--- src/rtl/in_handshake_pkg.sv ---
// Shared constants for the IN-instruction input handshake: default widths
// and the FSM state encoding that is also exposed on the debug LEDs.
package in_handshake_pkg;

    localparam int LARGURA_DEF      = 18;
    localparam int LARGURA_CONT_DEF = 8;
    localparam int DADOS_W          = 32;

    typedef enum logic [1:0] {
        OCIOSO        = 2'd0,
        ESPERA_SOLTO  = 2'd1,
        ESPERA_APERTO = 2'd2,
        ESPERA_LIBERA = 2'd3
    } estado_t;

    // The key is active-low: a synchronized 0 means the user is pressing it.
    function automatic logic tecla_apertada(input logic nivel_sinc);
        return ~nivel_sinc;
    endfunction

endpackage

--- src/rtl/in_handshake_sincronizador.sv ---
// Two-flop synchronizer for an asynchronous level input (board keys).
// Reset loads RESET_VAL so an active-low key reads "released" after reset.
module sincronizador #(
    parameter logic RESET_VAL = 1'b1
) (
    input  logic clock_i,
    input  logic reset_i,
    input  logic async_i,
    output logic sync_o
);

    logic meta_q;
    logic sync_q;

    // Two-stage shift of the asynchronous level into the clock domain.
    always_ff @(posedge clock_i) begin
        if (reset_i) begin
            meta_q <= RESET_VAL;
            sync_q <= RESET_VAL;
        end else begin
            meta_q <= async_i;
            sync_q <= meta_q;
        end
    end

    assign sync_o = sync_q;

endmodule

--- src/rtl/in_handshake.sv ---
// Input handshake for the IN instruction: stalls the CPU, waits for a fresh
// press of the confirm key, captures the switches and pulses valido.
//
// state         | meaning
// --------------+-----------------------------------------------------------
// OCIOSO        | idle, waiting for pedido
// ESPERA_SOLTO  | request seen, waiting for the key to read released
// ESPERA_APERTO | key released, first press captures the switches
// ESPERA_LIBERA | capture done, waiting for the key release before idling
module in_handshake
    import in_handshake_pkg::*;
#(
    parameter int LARGURA      = LARGURA_DEF,
    parameter int LARGURA_CONT = LARGURA_CONT_DEF
) (
    input  logic                    clock,
    input  logic                    reseta,
    input  logic                    pedido,
    input  logic                    botao,
    input  logic [LARGURA-1:0]      switch,
    output logic                    halt,
    output logic [DADOS_W-1:0]      dados,
    output logic                    valido,
    output logic [LARGURA_CONT-1:0] contagem,
    output logic [1:0]              estado
);

    logic                    botao_sinc;
    logic                    apertado;

    estado_t                 estado_q;
    logic                    halt_q;
    logic                    valido_q;
    logic [DADOS_W-1:0]      dados_q;
    logic [DADOS_W-1:0]      dados_d;
    logic [LARGURA_CONT-1:0] contagem_q;
    logic [LARGURA_CONT-1:0] contagem_d;

    sincronizador #(
        .RESET_VAL (1'b1)
    ) u_sinc_botao (
        .clock_i (clock),
        .reset_i (reseta),
        .async_i (botao),
        .sync_o  (botao_sinc)
    );

    assign apertado = tecla_apertada(botao_sinc);

    // Zero-extended switch value and the incremented count for a capture.
    always_comb begin
        dados_d                = '0;
        dados_d[LARGURA-1:0]   = switch;
        contagem_d             = contagem_q + LARGURA_CONT'(1);
    end

    // Handshake FSM with registered halt/valido and capture registers.
    always_ff @(posedge clock) begin
        if (reseta) begin
            estado_q   <= OCIOSO;
            halt_q     <= 1'b0;
            valido_q   <= 1'b0;
            dados_q    <= '0;
            contagem_q <= '0;
        end else begin
            valido_q <= 1'b0;
            case (estado_q)
                OCIOSO: begin
                    if (pedido) begin
                        estado_q <= ESPERA_SOLTO;
                        halt_q   <= 1'b1;
                    end
                end
                // A key held across the request must be released first.
                ESPERA_SOLTO: begin
                    if (!apertado) begin
                        estado_q <= ESPERA_APERTO;
                    end
                end
                ESPERA_APERTO: begin
                    if (apertado) begin
                        estado_q   <= ESPERA_LIBERA;
                        halt_q     <= 1'b0;
                        valido_q   <= 1'b1;
                        dados_q    <= dados_d;
                        contagem_q <= contagem_d;
                    end
                end
                ESPERA_LIBERA: begin
                    if (!apertado) begin
                        estado_q <= OCIOSO;
                    end
                end
                default: begin
                    estado_q <= OCIOSO;
                    halt_q   <= 1'b0;
                end
            endcase
        end
    end

    assign halt     = halt_q;
    assign valido   = valido_q;
    assign dados    = dados_q;
    assign contagem = contagem_q;
    assign estado   = estado_q;

endmodule

--- config.mk ---
export PLATFORM = sky130hd
export DESIGN_NAME = in_handshake
export DESIGN_NICKNAME = d
export VERILOG_FILES = /design/src/rtl/in_handshake_pkg.sv /design/src/rtl/in_handshake_sincronizador.sv /design/src/rtl/in_handshake.sv
export SDC_FILE = /design/constraint.sdc
export NUM_CORES = 1
export LEC_CHECK = 0
export CORE_MARGIN = 2
export CORE_UTILIZATION = 50
export CTS_CLUSTER_SIZE = 16
export DETAILED_ROUTE_END_ITERATION = 10
export DONT_BUFFER_PORTS = 1
export GPL_TIMING_DRIVEN = 0
export MAX_ROUTING_LAYER = met4
export SYNTH_ARGS = -nofsm -noshare
export SYNTH_HDL_FRONTEND = slang
export SYNTH_SLANG_ARGS = --single-unit
--- constraint.sdc ---
create_clock -name clock -period 3.95 [get_ports clock]
set_input_delay 0.1975 -clock clock [delete_from_list [all_inputs] [get_ports clock]]
set_output_delay 0.1975 -clock clock [all_outputs]
set_load 0.01 [all_outputs]
# After elaboration in Yosys (flattened, before gate mapping)
# Index checks and enable logic that the tools add are counted.
[classes]
n_reduce_logical = 6
eq_ne = 7
bitwise_logic = 2
n_mux = 9
n_addsub = 1
[op_table]
columns = ["cell", "n"]
rows = [
  ["adder 8 x 1 -> 8 bit (second input constant)", 1],
  ["2-to-1 mux 2 bit", 4],
  ["case mux 2 bit (4 select lines)", 1],
  ["== test 2 bit (second input constant)", 2],
  ["!= test 2 x 1 -> 1 bit (second input constant)", 2],
  ["!= test 2 bit (second input constant)", 2],
  ["AND reduction 4 bit", 1],
  ["2-to-1 mux 1 bit", 3],
  ["AND reduction 3 bit", 1],
  ["== test 2 x 1 -> 1 bit (second input constant)", 1],
  ["logical NOT 2 bit", 1],
  ["inverter 1 bit", 2],
  ["case mux 1 bit (2 select lines)", 1],
  ["AND reduction 2 bit", 1],
  ["nonzero test 2 bit", 1],
  ["OR reduction 2 bit", 1],
]
[totals]
in_bits = 22
ff_bits = 32
out_inout_bits = 44
elab_cells = 32

# Logic depth before layout (Yosys ltp)
# Gate-level depths: netlist of run 1.
[depth]
word_depth = 3
mapped_depth = 6
mapped_depth_nobuf = 5

# Hierarchy
# A second synthesis of run 1 with hierarchy kept.
[hier_totals]
hier_cells = 163
area_unflattened_um2 = 1358.8
[by_module_without_submodules]
columns = ["mod", "seq_area_each_um2", "area_each_um2", "instances", "cells_per_inst"]
rows = [
  ["in_handshake", 600.6, 1306.3, 1, 159],
  ["sincronizador", 40.0, 52.6, 1, 4],
]

# Worst setup path after synthesis of run 1
# OpenSTA, ideal clock, no wires.
[synth_path]
path_kind = "register to register"
startpoint = "register estado_q[0] (netlist: estado[0])"
endpoint = "register contagem_q[7] (netlist: contagem[7])"
required_ns = 3.880
n_path_buf = 0
setup_slack_ns = 2.509
setup_time_ns = 0.070
arrival_time_ns = 1.371
synth_period_minus_slack_ns = 1.441
path_stages_with_launch = 6
cell_sequence = "dfxtp_1 > inv_1 > ha_1 > nand4b_2 > or4_1 > a21oi_1"
[synth_between]
elab_chain_cells = 2
[synth_rtl]
columns = ["element", "line", "text"]
rows = [
  ["start, declared", "in_handshake.sv:31", "estado_t estado_q;"],
  ["start signal, assigned", "in_handshake.sv:60", "estado_q <= OCIOSO;"],
  ["start signal, assigned", "in_handshake.sv:70", "estado_q <= ESPERA_SOLTO;"],
  ["start signal, assigned", "in_handshake.sv:77", "estado_q <= ESPERA_APERTO;"],
  ["== test 2 bit", "in_handshake.sv:67", "case (estado_q)"],
  ["AND reduction 2 bit (no source line)", "-", ""],
  ["end signal, assigned", "in_handshake.sv:86", "contagem_q <= contagem_d;"],
  ["end, declared", "in_handshake.sv:36", "logic [LARGURA_CONT-1:0] contagem_q;"],
]
# No other way between the ends.
# A chain may end at the register's enable or synchronous reset.

# Worst setup path in the final report of run 1
# Same ends and word-level chain as after synthesis.

==> reports/metrics.csv, run 1 <==
stage,metric,value,unit
outcome,outcome,"complete, no violations",
sta,Final Cycle Share,0.4166,
die,Die Width,56.13,µm
detailed_routing,Pre-antenna DRT Iters,4,
sta,final worst slack,2.304,ns
die,Core Rows,18,
sta,final setup fails,0,
clock_tree,"CTS clk-pin slew, worst paths",0.10,ns
global_routing,gr ovfl total,0,
detailed_routing,drt total wl,3031,µm
synth,syn_area_per_cell,8.336,µm²
synth,register area share after synthesis,0.4715,
synth,post-synth top area cell,dfxtp_1,
place,pre-CTS setup slack,2.332,ns
sta,endpoints failing hold,0,
synth,Cells after Synth,163,
detailed_routing,mean number of vias per cell,4.970,
global_routing,number of global-route vias before repair,1123,
sta,Slew Limit Fails,0,
finish,fillers,219,
power,pwr dens,461.4,nW/µm²
critical_path,crit end category,register,
critical_path,r2r endpoint,contagem[7],
critical_path,critical path launch point type,register,
synth,Yosys top cell area share,0.4715,
clock_tree,H-tree depth,2,
sta,Setup Skew,0.003381,ns
critical_path,worst reg2reg path depth,5,
clock_tree,Root Driver,clkbuf_4,
finish,area delta synth->final,27.35,%
global_routing,largest net degree at the start of global routing,11,
synth,"top cells by count, synth","nand2_1, dfxtp_1, a21oi_1, buf_4",
clock_tree,total setup buffers inserted after CTS,0,
place,DPL Wire Length,2024,µm
finish,ratio of cells with drive above 1 in the final layout,0.1478,
synth,top post-synthesis cells by area,"dfxtp_1, nand2_1, a21oi_1",
clock_tree,Num CTS Buffers,5,
place,gpl congestion,0.6997,
detailed_routing,Routed Antenna Nets,0,
global_routing,initial antenna violation count,0,
clock_tree,CTS tree,yes,
critical_path,kind of critical path,reg -> reg,
critical_path,CP Data Required Time,4.21,ns
global_routing,overall global routing resource usage,0.2116,
clock_tree,Clock Path Buffers,2,
detailed_routing,via count,1158,
synth,Post-synth ARST share,0,
finish,number of antenna diodes,0,
finish,final core occ,0.6860,
job,max-cap violations,0,
clock_tree,CTS Sinks,32,
detailed_routing,WL/cell,13.01,µm
synth,number of enable flip-flop cells after synthesis,0,
sta,min cycle time layout,1.646,ns
hold_path,Hold/Removal Path Class,in -> reg,
sta,fmax,607.7,MHz
power,Worst VDD drop,0.4107,mV
clock_tree,Resized Gates After CTS,0,
detailed_routing,Detailed Route Iter0 Violations,31,
critical_path,Crit Reg-Reg Startpoint,estado[0],
synth,Syn. warnings,0,
detailed_routing,# DRC,0,
critical_path,Worst Setup SP,estado[0],
synth,most common cell in the synthesized netlist,nand2_1,
place,I/O Buffers,0,
die,Initial Util,0.5387,
global_routing,first-pass GRT wire length,5057,µm
critical_path,worst-path maximum fanout,7,
critical_path,"setup slack, reg-to-reg",2.30,ns
synth,post-synthesis cell area,1359,µm²
critical_path,arrival time at the worst endpoint,1.91,ns
synth,Main synth FF type,dfxtp_1,
die,Die ar.,3151,µm²
die,boundary pin count,66,
clock_tree,clk_lat worst skew,0.33,ns
synth,Seq cells post-synth,32,
die,Core ar.,2522,µm²
sta,RSZ-0062 raised after global routing,false,
synth,synth unique cells,28,
power,Leak,0.6953,nW
finish,Nets,229,
critical_path,end point of the critical path,contagem[7],
die,die height,56.13,µm
power,Design Power,0.0007984,W
sta,setup tns final,0,ns
sta,WHS,0.01755,ns
-- how the worst min path moves through the flow --
stage	from	endpoint	slack [ns]	cells past startpoint
global route	switch[8]	dados[8]	0.01	2
global placement	botao	u_sinc_botao.meta_q	0.30	1
finish	switch[8]	dados[8]	0.02	2
detailed placement	botao	u_sinc_botao.meta_q	0.31	1
floorplan	botao	u_sinc_botao.meta_q	0.30	1
CTS	switch[8]	dados[8]	0.004	2
-- repair_timing --
| action | in CTS | in global routing |
|---|---|---|
| hold buffers | 19 | 0 |
| endpoints found under the hold margin | 18 | 0 |
| endpoints found under the setup margin | 0 | 0 |
-- power breakdown --
group          internal (W)  switching, W  total [W]  leakage (nW)
Combinational     0.0000689     0.0000765   0.000145         0.385
Sequential         0.000344     0.0000299   0.000374         0.259
Clock              0.000168      0.000111   0.000279        0.0515
-- stage by stage --
step	instances	cell area, µm²
global placement	206	1445
global route	233	1730
finish	233	1730
detailed placement	206	1445
CTS	233	1730
floorplan	176	1408
-- layout by cell type, fill, tap and decap left out, drive strengths merged, types with 2 or more instances in the layout --
master        n
dfxtp        32
nor2          5
inv           5
ha            5
xnor2         2
or3           4
nand2b        2
buf          18
conb         14
a21oi        25
or2           2
o21ai         4
dlygate4sd3  19
clkbuf       10
nand2        42
-- final cells by class --
class	count	area (µm²)	share of cell area
Inverter	5	18.77	0.01085
Clock buffer	7	65.06	0.03760
Tap cell	30	37.54	0.02169
Clock inverter	1	30.03	0.01735
Multi-Input combinational cell	118	611.8	0.3536
Timing Repair Buffer	19	190.2	0.1099
Sequential cell	32	640.6	0.3702
Buffer	21	136.4	0.07881
-- critical path, cell delays in order (launching register included) --
cell and delay [ns]:
dfxtp_1 0.38, inv_1 0.13, ha_1 0.30, nand4b_2 0.21
or4_1 0.43, a21oi_1 0.14
-- logic make-up after synthesis --
family | after synthesis | synth area share
muxes | 1 | 0.007367
xor gates and xnor gates | 2 | 0.01289
AOI/OAI and AO/OA | 34 | 0.1363
DFF | 32 | 0.4715
adders and majority gates | 5 | 0.04604
other | 1 | 0.002760
buffers and inverters | 26 | 0.1142
and+or+nand+nor | 62 | 0.2090
-- flip-flops by register name, summed over array words and instances (netlist names) --
register / cells
dados: 18
contagem: 8
estado: 2
halt: 1
u_sinc_botao.meta_q: 1
u_sinc_botao.sync_o: 1
valido: 1
-- routing by layer --
metal  vias to the layer above  GRT usage  share of wire  routed length, µm
li1                        587          -              -                  -
met1                       512     0.2118           0.39               1167
met2                        57     0.3597           0.51               1534
met3                         2     0.1140           0.10                316
met4                         0    0.05442         0.0043                 13
met5                         -          -              0                  0
No activity file was read; power rests on OpenSTA's default activity.
==> run 2, diff against run 1 <==
clock period = 1.6 ns   (was 3.95 ns; I/O delays follow)
==> run 2 against run 1 <==
  * Fmax grew 13%
  * Routed wire length grew 0.69%
  * Via count grew 1.9%
  * Setup slack lost 2.2 ns
  * Register-to-register slack lost 2.2 ns
  * Sequential power grew to 2.5 times the previous value
  * First-iteration DRC count shrank 23%
  * Largest cell class unchanged
  * Largest power group unchanged
==> reports/metrics.csv, run 2 (same netlist as run 1, synthesis figures left out) <==
stage,metric,value,unit,change
outcome,outcome,"complete, no violations",,
sta,RSZ-0062 raised after global routing,false,,
place,gpl congestion,0.6997,,unchanged
critical_path,worst-path maximum fanout,10,,+3
die,Initial Util,0.5387,,unchanged
die,Die ar.,3151,µm²,unchanged
detailed_routing,DR top layer,met3,,
die,Die Width,56.13,µm,unchanged
finish,most frequent cells in the layout,"nand2_1, dfxtp_1, a21oi_1",,
sta,min cycle time layout,1.462,ns,-0.1838 ns
global_routing,largest net degree at the start of global routing,11,,unchanged
sta,final worst slack,0.1382,ns,-2.166 ns
finish,area delta synth->final,31.31,%,
job,max-cap violations,0,,unchanged
clock_tree,CTS tree,yes,,
die,boundary pin count,66,,unchanged
clock_tree,Num CTS Buffers,5,,unchanged
place,DPL Wire Length,2024,µm,unchanged
finish,Largest register FFs,18,,unchanged
power,pwr dens,1130,nW/µm²,+150%
critical_path,kind of critical path,reg -> reg,,
die,die height,56.13,µm,unchanged
sta,Setup Skew,0.003610,ns,+0.0002295 ns
finish,"leading cell type in the layout, fill and taps excluded",nand2_1,,
die,Core ar.,2522,µm²,unchanged
finish,number of antenna diodes,0,,unchanged
hold_path,Hold/Removal Path Class,in -> reg,,
global_routing,gr ovfl total,0,,unchanged
detailed_routing,met2 routed WL,1524,µm,-0.65%
detailed_routing,via count,1180,,+1.9%
sta,setup tns final,0,ns,unchanged
clock_tree,Clock Path Buffers,2,,unchanged
clock_tree,CTS Sinks,32,,unchanged
finish,Nets,232,,+1.3%
critical_path,critical path launch point type,register,,
clock_tree,Root Driver,clkbuf_4,,
finish,Finished Layout Cells,236,,+1.3%
global_routing,overall global routing resource usage,0.2131,,+0.001490
sta,fmax,684.1,MHz,+13%
global_routing,number of global-route vias before repair,1157,,+3.0%
place,I/O Buffers,0,,unchanged
sta,Final Cycle Share,0.9136,,+0.4970
detailed_routing,Detailed Route Iter0 Violations,24,,-23%
sta,endpoints failing hold,0,,unchanged
global_routing,first-pass GRT wire length,5119,µm,+1.2%
detailed_routing,Pre-antenna DRT Iters,4,,unchanged
sta,Slew Limit Fails,0,,unchanged
power,Worst VDD drop,1.021,mV,+150%
detailed_routing,met3 wire len,313,µm,-0.95%
detailed_routing,Met1 Wirelength,1214,µm,+4.0%
clock_tree,"CTS clk-pin slew, worst paths",0.10,ns,about the same
place,cell count after placement,206,,unchanged
detailed_routing,Routed Antenna Nets,0,,unchanged
clock_tree,H-tree depth,2,,unchanged
detailed_routing,drt total wl,3052,µm,+0.69%
power,Leak,0.7237,nW,+4.1%
sta,final setup fails,0,,unchanged
critical_path,crit end category,register,,
die,Core Rows,18,,unchanged
critical_path,arrival time at the worst endpoint,1.67,ns,-0.24 ns
detailed_routing,# DRC,0,,unchanged
detailed_routing,mean number of vias per cell,5.000,,+0.60%
finish,ratio of cells with drive above 1 in the final layout,0.1602,,+0.01241
place,pre-CTS setup slack,-0.01833,ns,-2.350 ns
critical_path,CP Data Required Time,1.81,ns,-2.40 ns
clock_tree,clk_lat worst skew,0.33,ns,about the same
global_routing,initial antenna violation count,0,,unchanged
detailed_routing,WL/cell,12.93,µm,-0.59%
sta,WHS,0.06460,ns,+0.04705 ns
## run 2: final timing paths
check,from,endpoint,slack (ns),cells after the start
worst max-delay path,estado[0],dados[1],0.14,6
worst min-delay path,pedido,estado[1],0.06,2
worst max register to register,estado[0],dados[1],0.14,6
worst min register to register,u_sinc_botao.meta_q,u_sinc_botao.sync_o,0.42,1
## run 2: worst max-delay path, stage by stage, from the launching register on
cell and delay [ns]:
dfxtp_2 0.36, inv_1 0.15, ha_4 0.20, or2b_1 0.27, buf_2 0.19, nand2_1 0.10, a21oi_1 0.06
## run 2: routing by layer
metal	GRT usage	vias up
met1	0.2190	527
met4	0.05442	0
met3	0.1047	0
met5	-	-
li1	-	594
met2	0.3630	59
## run 2: where the power goes
group | switching, W | internal [W]
registers | 0.0000810 | 0.000854
logic | 0.000202 | 0.000189
clock network | 0.000277 | 0.000415
## run 2: layout make-up
cell class	instances	area, µm²
plain buffers	21	136.4
clock buffers	7	65.06
clock inverters	1	30.03
fillers	211	738.2
inverters	5	18.77
multi-input cells	118	633.1
flip-flops and latches	32	643.1
well taps	30	37.54
repair buffers	22	220.2
## run 2: metrics by stage
stage	utilization	total power [W]	area, µm²
after detailed placement	0.5729	0.001261	1445
after floorplan	-	0.001193	1408
final	0.7073	0.002017	1784
after global placement	0.5729	0.001238	1445
after CTS	0.7029	0.002010	1773
after global routing	0.7073	0.002128	1784
## run 2: timing repair
action	4_1_cts	5_1_grt
resized for setup	3	2
endpoints found under the hold margin	21	0
setup buffers	0	0
setup endpoints to repair	4	25
hold buffers	22	0
